$ cat config.mk
export PLATFORM = sky130hd
export DESIGN_NAME = apb_uart_ctrl
export DESIGN_NICKNAME = d
export VERILOG_FILES = /design/src/rtl/apb_uart_ctrl.sv
export SDC_FILE = /design/constraint.sdc
export NUM_CORES = 1
export LEC_CHECK = 0
export ABC_AREA = 1
export CORE_AREA = 2 2 92 94
export CTS_BUF_LIST = sky130_fd_sc_hd__clkbuf_2
export DETAILED_ROUTE_END_ITERATION = 10
export DIE_AREA = 0 0 94 96
export HOLD_SLACK_MARGIN = 0.02
export PLACE_DENSITY = 0.87
export SYNTH_ARGS = -nofsm -noshare
export SYNTH_HDL_FRONTEND = slang
export SYNTH_SLANG_ARGS = --single-unit
$ cat constraint.sdc
create_clock -name clk -period 3.3 [get_ports clk]
set_clock_uncertainty 0.15 [all_clocks]
set_input_delay 0.33 -clock clk [delete_from_list [all_inputs] [get_ports clk]]
set_output_delay 0.33 -clock clk [all_outputs]
set_load 0.01 [all_outputs]
$ cat src/rtl/apb_uart_ctrl.sv
`default_nettype none
// ============================================================================
// Module   : apb_uart_ctrl (with helper apb_uart_ctrl_fifo)
// Brief    : APB3 register front-end for the UART core. It holds a TX FIFO
//            with a launcher FSM, an RX capture FIFO, the frame
//            configuration register and sticky error status.
// Revision : 1.0 - initial release
// ============================================================================

// Small synchronous byte FIFO. A pop on an empty FIFO is ignored. A push
// on a full FIFO is accepted only when a pop happens in the same cycle.
module apb_uart_ctrl_fifo #(
  parameter int DEPTH = 4
) (
  input  logic                     clk,
  input  logic                     rst_n,
  input  logic                     i_push,
  input  logic [7:0]               i_data,
  input  logic                     i_pop,
  output logic [7:0]               o_head,
  output logic                     o_full,
  output logic                     o_empty,
  output logic [$clog2(DEPTH):0]   o_count
);
  localparam int PW = $clog2(DEPTH);
  localparam logic [PW:0] c_FULL_COUNT = (PW+1)'(DEPTH);

  logic [7:0]    r_mem [DEPTH];
  logic [PW-1:0] r_wr_ptr;
  logic [PW-1:0] r_rd_ptr;
  logic [PW:0]   r_count;
  logic          w_pop_ok;
  logic          w_push_ok;

  assign w_pop_ok  = i_pop & (r_count != '0);
  assign w_push_ok = i_push & ((r_count != c_FULL_COUNT) | w_pop_ok);
  assign o_head    = r_mem[r_rd_ptr];
  assign o_full    = (r_count == c_FULL_COUNT);
  assign o_empty   = (r_count == '0);
  assign o_count   = r_count;

  // Storage array; contents need no reset because the count gates them.
  always_ff @(posedge clk) begin
    if (w_push_ok) r_mem[r_wr_ptr] <= i_data;
  end

  // Pointers wrap naturally since DEPTH is a power of two.
  always_ff @(posedge clk or negedge rst_n) begin
    if (!rst_n) begin
      r_wr_ptr <= '0;
      r_rd_ptr <= '0;
      r_count  <= '0;
    end else begin
      if (w_push_ok) r_wr_ptr <= r_wr_ptr + 1'b1;
      if (w_pop_ok)  r_rd_ptr <= r_rd_ptr + 1'b1;
      case ({w_push_ok, w_pop_ok})
        2'b10:   r_count <= r_count + 1'b1;
        2'b01:   r_count <= r_count - 1'b1;
        default: r_count <= r_count;
      endcase
    end
  end
endmodule

module apb_uart_ctrl #(
  parameter int         FIFO_DEPTH = 4,
  parameter logic [4:0] CFG_RESET  = 5'b00011
) (
  input  logic        clk,
  input  logic        rst_n,
  input  logic        psel,
  input  logic        penable,
  input  logic        pwrite,
  input  logic [3:0]  paddr,
  input  logic [31:0] pwdata,
  output logic [31:0] prdata,
  output logic        pready,
  output logic        pslverr,
  output logic [7:0]  tx_data_out,
  output logic        start_tx_out,
  input  logic        tx_busy_in,
  input  logic        tx_done_in,
  input  logic [7:0]  rx_data_in,
  input  logic        rx_done_in,
  input  logic        parity_error_in,
  output logic [4:0]  cfg_reg_out
);
  localparam int CW = $clog2(FIFO_DEPTH) + 1;

  localparam logic [1:0] c_IDLE   = 2'd0;
  localparam logic [1:0] c_LAUNCH = 2'd1;
  localparam logic [1:0] c_WAIT   = 2'd2;

  localparam logic [1:0] c_A_TXDATA = 2'd0;
  localparam logic [1:0] c_A_RXDATA = 2'd1;
  localparam logic [1:0] c_A_CFG    = 2'd2;
  localparam logic [1:0] c_A_STATUS = 2'd3;

  logic [1:0]    r_state;
  logic [7:0]    r_tx_data;
  logic [4:0]    r_cfg;
  logic          r_overrun;
  logic          r_parity;

  logic          w_rd;
  logic          w_wr;
  logic [1:0]    w_addr;
  logic          w_tx_push;
  logic          w_tx_pop;
  logic          w_rx_pop_req;
  logic          w_rx_pop;
  logic          w_sts_wr;
  logic [7:0]    w_tx_head;
  logic [7:0]    w_rx_head;
  logic          w_tx_full;
  logic          w_tx_empty;
  logic          w_rx_full;
  logic          w_rx_empty;
  logic [CW-1:0] w_tx_count;
  logic [CW-1:0] w_rx_count;
  logic [3:0]    w_tx_cnt4;
  logic [3:0]    w_rx_cnt4;
  logic [31:0]   w_status;
  logic          w_unused_ok;

  assign w_addr       = paddr[3:2];
  assign w_rd         = psel & penable & ~pwrite;
  assign w_wr         = psel & penable & pwrite;
  assign w_tx_push    = w_wr & (w_addr == c_A_TXDATA);
  assign w_tx_pop     = (r_state == c_IDLE) & ~w_tx_empty & ~tx_busy_in;
  assign w_rx_pop_req = w_rd & (w_addr == c_A_RXDATA);
  assign w_rx_pop     = w_rx_pop_req & ~w_rx_empty;
  assign w_sts_wr     = w_wr & (w_addr == c_A_STATUS);
  assign w_tx_cnt4    = 4'(w_tx_count);
  assign w_rx_cnt4    = 4'(w_rx_count);
  assign w_unused_ok  = &{1'b0, paddr[1:0], pwdata[31:8]};

  assign pready       = 1'b1;
  assign start_tx_out = (r_state == c_LAUNCH);
  assign tx_data_out  = r_tx_data;
  assign cfg_reg_out  = r_cfg;

  assign w_status = {16'b0, w_rx_cnt4, w_tx_cnt4, 1'b0, r_parity, r_overrun,
                     (r_state != c_IDLE), w_rx_empty, w_rx_full,
                     w_tx_empty, w_tx_full};

  apb_uart_ctrl_fifo #(.DEPTH(FIFO_DEPTH)) u_tx_fifo (
    .clk     (clk),
    .rst_n   (rst_n),
    .i_push  (w_tx_push),
    .i_data  (pwdata[7:0]),
    .i_pop   (w_tx_pop),
    .o_head  (w_tx_head),
    .o_full  (w_tx_full),
    .o_empty (w_tx_empty),
    .o_count (w_tx_count)
  );

  apb_uart_ctrl_fifo #(.DEPTH(FIFO_DEPTH)) u_rx_fifo (
    .clk     (clk),
    .rst_n   (rst_n),
    .i_push  (rx_done_in),
    .i_data  (rx_data_in),
    .i_pop   (w_rx_pop),
    .o_head  (w_rx_head),
    .o_full  (w_rx_full),
    .o_empty (w_rx_empty),
    .o_count (w_rx_count)
  );

  // Read mux and error response; both are live only in the access phase.
  always_comb begin
    prdata  = '0;
    pslverr = 1'b0;
    if (w_tx_push && w_tx_full && !w_tx_pop) pslverr = 1'b1;
    if (w_rx_pop_req && w_rx_empty)          pslverr = 1'b1;
    if (w_rd) begin
      case (w_addr)
        c_A_RXDATA: prdata = w_rx_empty ? 32'd0 : {24'b0, w_rx_head};
        c_A_CFG:    prdata = {27'b0, r_cfg};
        c_A_STATUS: prdata = w_status;
        default:    prdata = '0;
      endcase
    end
  end

  // TX launcher: pop and latch the head, pulse start for one cycle, then
  // hold off until the core reports the frame is done.
  always_ff @(posedge clk or negedge rst_n) begin
    if (!rst_n) begin
      r_state   <= c_IDLE;
      r_tx_data <= 8'd0;
    end else begin
      case (r_state)
        c_IDLE: begin
          if (w_tx_pop) begin
            r_tx_data <= w_tx_head;
            r_state   <= c_LAUNCH;
          end
        end
        c_LAUNCH: r_state <= c_WAIT;
        c_WAIT:   if (tx_done_in) r_state <= c_IDLE;
        default:  r_state <= c_IDLE;
      endcase
    end
  end

  // CFG register and sticky status; a new event wins over a W1C clear.
  always_ff @(posedge clk or negedge rst_n) begin
    if (!rst_n) begin
      r_cfg     <= CFG_RESET;
      r_overrun <= 1'b0;
      r_parity  <= 1'b0;
    end else begin
      if (w_wr && (w_addr == c_A_CFG)) r_cfg <= pwdata[4:0];
      if (rx_done_in && w_rx_full && !w_rx_pop) r_overrun <= 1'b1;
      else if (w_sts_wr && pwdata[5])           r_overrun <= 1'b0;
      if (rx_done_in && parity_error_in)        r_parity  <= 1'b1;
      else if (w_sts_wr && pwdata[6])           r_parity  <= 1'b0;
    end
  end
endmodule
`default_nettype wire

### Yosys cells after proc, flatten, opt, wreduce, memory -nomap -nowiden

Memory sizes are Yosys's and may differ from the RTL's. A register that Yosys moved wholly into a read port is not among the register bits.
Index checks and enable logic that the tools add are counted.

* memories kept: 2
* latch bits: 0
* bits in writable memories: 64
* ROM bits: 0
* flip-flop bits (word level): 23
* output and inout bits: 48

Memory list
* u_rx_fifo.r_mem: depth 4, width 8, read ports 1, clocked after memory_dff 0, wr ports 1, line 28 `logic [7:0] r_mem [DEPTH];`
* u_tx_fifo.r_mem: depth 4, width 8, read ports 1, clocked after memory_dff 1, wr ports 1, line 28

* mux-type cells: 18
* shifts and indexed selects: 0
* multiply operators: 0
* bitwise logic cells: 19
* reductions and logical operators: 25
* equal/unequal tests: 15
* $lt $le $gt $ge: 0
* add/subtract/negate cells: 8
* div/mod/pow operators: 0

Operators by type and width (count)
* 15-bit one-hot mux with 3 select lines: 1
* 32-bit 2-to-1 mux: 1
* 1-bit AND: 13
* 3-bit one-hot mux with 2 select lines: 2
* 2-bit == test, second input constant: 5
* 1-bit 2-to-1 mux: 10
* 2-bit nonzero test: 5
* 1-bit logical AND: 9
* 2-bit by 1-bit adder with 2-bit output, second input constant: 4
* 2-bit by 1-bit == test with 1-bit output, second input constant: 4
* 8-bit 2-to-1 mux: 1
* 3-bit by 1-bit adder with 3-bit output, second input constant: 2
* 3-bit == test, second input constant: 2
* 3-bit logical NOT: 2
* 3-bit inequality test, second input constant: 2
* 2-bit one-hot mux with 3 select lines: 1
* 3-bit nonzero test: 2
* 3-bit by 1-bit subtractor with 3-bit output, second input constant: 2
* 2-bit logical NOT: 2
* 2-bit 2-to-1 mux: 2
* 1-bit inverter: 4
* 2-bit AND reduction: 2
* 1-bit logical NOT: 3
* 2-bit by 1-bit inequality test with 1-bit output, second input constant: 1
* 2 further kinds: 3

### Longest topological paths before layout

* word-level depth: 9
* depth in mapped cells: 12

### By module

A second synthesis with hierarchy kept.

* cells, all modules: 475
* area total of the unflattened synthesis: 4605.7 um^2

Modules (own cells, without submodules)
* apb_uart_ctrl_fifo at u_tx_fifo: sequential area each 1136.1 um^2, cells an instance 148, area each 1715.4 um^2, times used 1
* apb_uart_ctrl_fifo at u_rx_fifo: sequential area each 1136.1 um^2, cells an instance 148, area each 1702.9 um^2, times used 1
* apb_uart_ctrl: sequential area each 427.9 um^2, cells an instance 179, area each 1187.4 um^2, times used 1

### Worst setup path before layout

Ideal clock, no wire load.

* path kind: register to register
* from: register u_tx_fifo.r_count[1], in the netlist u_tx_fifo.o_count[1]
* to: register u_tx_fifo.r_count[2], in the netlist u_tx_fifo.o_count[2]
* required time: 3.019 ns
* data arrival time: 1.892 ns
* stages on the path, launching flop included: 12
* setup slack: 1.127 ns
* setup time: 0.131 ns
* cells stage by stage: dfrtp_1 nor2_1 nand2_1 nand2_1 nand2_1 nand2_2 ha_1 inv_1 fa_1 a21oi_1 o21ai_0 xor2_1

* cells in the longest elaborated chain, start to end: 9
* elaborated cells between the ends (all ways): 15
* classes of those cells: add/sub: 2; eq/ne: 3; mux: 1; bitwise: 6; reduce/logical: 3

Ends and longest elaborated chain
* from (decl): line 31 `logic [PW:0] r_count;`
* from (signal assigned): line 57 `2'b10: r_count <= r_count + 1'b1;`
* from (signal assigned): line 58 `2'b01: r_count <= r_count - 1'b1;`
* from (signal assigned): line 59 `default: r_count <= r_count;`
* 3-bit logical NOT: line 39 `assign o_empty = (r_count == '0);`
* 1-bit inverter: line 130 `assign w_tx_pop = (r_state == c_IDLE) & ~w_tx_empty & ~tx_busy_in;`
* 1-bit AND (2 in a row): line 130
* 1-bit AND: line 35 `assign w_pop_ok = i_pop & (r_count != '0);`
* 1-bit bitwise OR: line 36 `assign w_push_ok = i_push & ((r_count != c_FULL_COUNT) | w_pop_ok);`
* 1-bit AND: line 36
* 2-bit by 1-bit == test with 1-bit output or 2-bit == test (tied branches): line 56 `case ({w_push_ok, w_pop_ok})`
* 3-bit one-hot mux with 2 select lines or 2-bit nonzero test (tied branches)

Parallel ways exist; a longest one is shown, timed or not.
A chain may end at the register's enable or synchronous reset.

### Worst setup path in the final report

* from: register u_tx_fifo.r_count[0], in the netlist u_tx_fifo.o_count[0]
* to: output port pslverr

* cells in the longest elaborated chain, start to end: 8
* elaborated cells between the ends (all ways): 10
* classes of those cells: eq/ne: 1; mux: 2; bitwise: 3; reduce/logical: 4

Ends and longest elaborated chain
* 3-bit logical NOT: line 39
* 1-bit inverter: line 130
* 1-bit AND (2 in a row): line 130
* 1-bit logical NOT: line 175 `if (w_tx_push && w_tx_full && !w_tx_pop) pslverr = 1'b1;`
* 1-bit logical AND (*): line 175
* 1-bit 2-to-1 mux (*): line 175
* 1-bit 2-to-1 mux (*): line 176 `if (w_rx_pop_req && w_rx_empty) pslverr = 1'b1;`
* to (decl): line 78 `output logic pslverr,`

Every way passes the cells marked *; elsewhere a longest branch is shown, timed or not.

==> summary.txt <==
outcome = finished clean
post-CTS sizing = 0
met1 Track Usage GR = 25.41%
largest net degree at the start of global routing = 32
Longest Clk Path Bufs = 2
CP Capture Type = primary output
Netlist cell types = 28
vias in the first global route = 3046
Startpoint Class = register
clock insertion delay at the later pin of the skew report = 0.54 ns
met2 track demand over resource = 37.86%
Area growth, synth to finish = 17.07%
Slew Viols, Final = 0
RSZ-0062 raised after global routing = false
Global Route Usage Sum = 21.06%
chip height = 96 um
global route hottest layer = met2
Slowest cell on crit path = clkdlybuf4s50_1
Num Clock Sinks = 95
Primary FF master, synth = edfxtp_1
cell internal pwr = 2.206 mW
setup bufs post-CTS = 0
Routed WL per cell = 14.25 um
final WL = 8994 um
DIE AREA = 9024 um2
post-layout minimum cycle time = 3.028 ns
H-tree lvl count = 3
antenna cells = 0
Die X = 94 um
leakage = 2.243 nW
slowest stage delay, CP = 0.60 ns
synthesized area = 4436 um2
pwr dens = 689.0 nW/um2
Final Core Density = 64.49%
number of buffers created by CTS = 9
DR pass1 iterations = 5
Seq/Total Area, Yosys = 60.87%
Remaining DRCs = 0
crit path cell chain = nor2_1 > nand2_1 > nand2_1 > nand3_1 > o21ai_0 > clkdlybuf4s50_1
Worst-Margin Slew = 0.5878 ns
port buffer count = 55
CP most frequent cell = nand2_1
Syn Inst Count = 456
final worst-path cycle share = 91.76%
Worst path depth = 6
EDFF count, synth = 64
max-cap viol count = 0
clock network power share = 16.4%
met3 usage = 3.367%
CP delay by family, top = simple AND/OR/NAND/NOR gates
starting density of the core = 55.09%
Async SR Flop Fraction = 32.63%
CTS tree = built
maximum vdd drop = 0.4046 mV
Final HPWL DP = 6418 um
Fin. Hold Viols = 0
GP Congestion = 0.7918
antenna violations before repair = 0
top achievable clock speed = 330.2 MHz
Initial DRC Count = 163
Mean Syn Cell Area = 9.727 um2
flops & latches, synth = 95
critical path class = reg -> out
antenna viol nets, final = 0
layout cells sized above 1 = 7.605%
Core Footprint = 8051 um2
relative slew slack = 60.81%
Clock transition at path regs = 0.26 ns
Root Driver = clkbuf_2
number of nets in the layout = 586
switching portion of total power = 38.33%
total gr overflow = 0
Gate power share = 35.6%
cell depth of the worst flop-to-flop path = 11
crit path max fanout = 14
final setup TNS = 0 ns
CP Data Arrival Time = 2.55 ns
required time worst endpoint = 2.82 ns
Vias/cell = 5.097
Setup-failing EPs final = 0
number of I/O pins = 101
hold depth = 3
hold buffer count at CTS = 1
Switch Pwr = 1.371 mW
number of buffers and inverters on the critical path = 1
global-route wire length before repair = 14230 um
vias = 3216
Seq pwr share = 48.0%
row count = 33
synth warn = 0
Hold WC Path Type = in -> reg
==> metal layers <==
metal  vias to the layer above  part of all wire (%)
li1                       1545                     -
met1                      1540                    41
met2                       120                    52
met3                        11                   5.7
met4                         0                   1.7
met5                         -                     0
==> synthesized netlist by cell type, types with 3 or more instances <==
library cell | count | area [um2]
o21ai_0 | 34 | 170.2
buf_4 | 22 | 165.2
a21oi_1 | 9 | 45.04
edfxtp_1 | 64 | 1922
ha_1 | 10 | 125.1
xnor2_1 | 3 | 26.28
inv_2 | 5 | 18.77
nand3_1 | 24 | 120.1
dfrtp_1 | 29 | 725.7
nor2_1 | 56 | 210.2
buf_2 | 5 | 25.02
nand2_1 | 106 | 397.9
o21ai_1 | 6 | 30.03
inv_1 | 60 | 225.2
==> state kept, by name (all words and copies together), names as in the netlist <==
name,count
cfg_reg_out,5
r_overrun,1
r_parity,1
r_state,2
tx_data_out,8
u_rx_fifo.o_count,3
u_rx_fifo.r_mem,32
u_rx_fifo.r_rd_ptr,2
u_rx_fifo.r_wr_ptr,2
u_tx_fifo.o_count,3
u_tx_fifo.r_mem,32
u_tx_fifo.r_rd_ptr,2
u_tx_fifo.r_wr_ptr,2
==> power groups by stage <==
stage	Combinational [mW]	Sequential, mW	Clock, mW
finish	1.27	1.72	0.586
global route	1.44	1.75	0.642
CTS	1.28	1.72	0.600
detailed placement	1.27	1.74	0
global placement	1.20	1.73	0
floorplan	0.879	1.69	0
==> per-stage QoR <==
step                power, mW  cells  setup slack [ns]  hold slack, ns  instance area, um2
floorplan               2.567    473             1.127         -0.1156                4499
global placement        2.925    614            0.4930          0.3134                5059
detailed placement      3.012    614            0.4022          0.3167                5059
CTS                     3.594    631            0.2463          0.1498                5192
global route            3.838    631           0.03137          0.1495                5192
finish                  3.578    631            0.2719          0.1924                5192
==> placed cells by master (no fill, tap or decap), types with 3 or more instances in the layout <==
cell / n
conb_1: 19
clkbuf_2: 9
inv_1: 60
a21oi_1: 9
buf_4: 10
clkdlybuf4s50_1: 55
ha_1: 10
nand3_1: 24
inv_2: 5
o21ai_0: 34
xnor2_1: 3
nor2_1: 56
dfrtp_1: 29
edfxtp_1: 64
nand2_1: 106
o21ai_1: 6
==> final cells by class <==
type	instances	area (um2)
clock buffer	9	45.04
inverter	65	244.0
tap	105	131.4
sequential	95	2700
fill	634	2859
multi-input combinational	284	1358
clock inverter	7	78.83
timing repair buffer	66	635.6
==> worst register-to-register path: stages (launching register included) <==
cell	delay, ns
dfrtp_1	0.48
nor2_1	0.20
nand2_1	0.07
nand2_1	0.38
nand2_1	0.20
nand2_2	0.18
ha_1	0.16
inv_1	0.07
fa_1	0.39
a21oi_1	0.15
o21ai_0	0.11
xor2_1	0.16
==> logic make-up (layout without fill, tap and decap cells) <==
kind of cell / after synthesis / in the layout / share of synthesized area [%]
other cells: 2 / 19 / 0.1693
buf+inv: 94 / 147 / 9.958
flops: 95 / 95 / 60.87
xor+xnor: 5 / 5 / 0.9875
compound gates: 51 / 51 / 5.924
fa+ha+maj: 12 / 12 / 3.724
simple gates: 197 / 197 / 18.36
==> final timing paths <==
path	slack, ns	endpoint	startpoint
setup / recovery	0.27	pslverr	u_tx_fifo.o_count[0]
hold / removal	0.19	r_parity	parity_error_in
hold reg to reg	0.37	tx_data_out[6]	tx_data_out[6]
min in group asynchronous	0.54	cfg_reg_out[3]	rst_n
setup reg to reg	0.52	u_tx_fifo.o_count[2]	u_tx_fifo.o_count[0]
max in group asynchronous	2.12	cfg_reg_out[1]	rst_n
No activity file was read; power rests on OpenSTA's default activity.
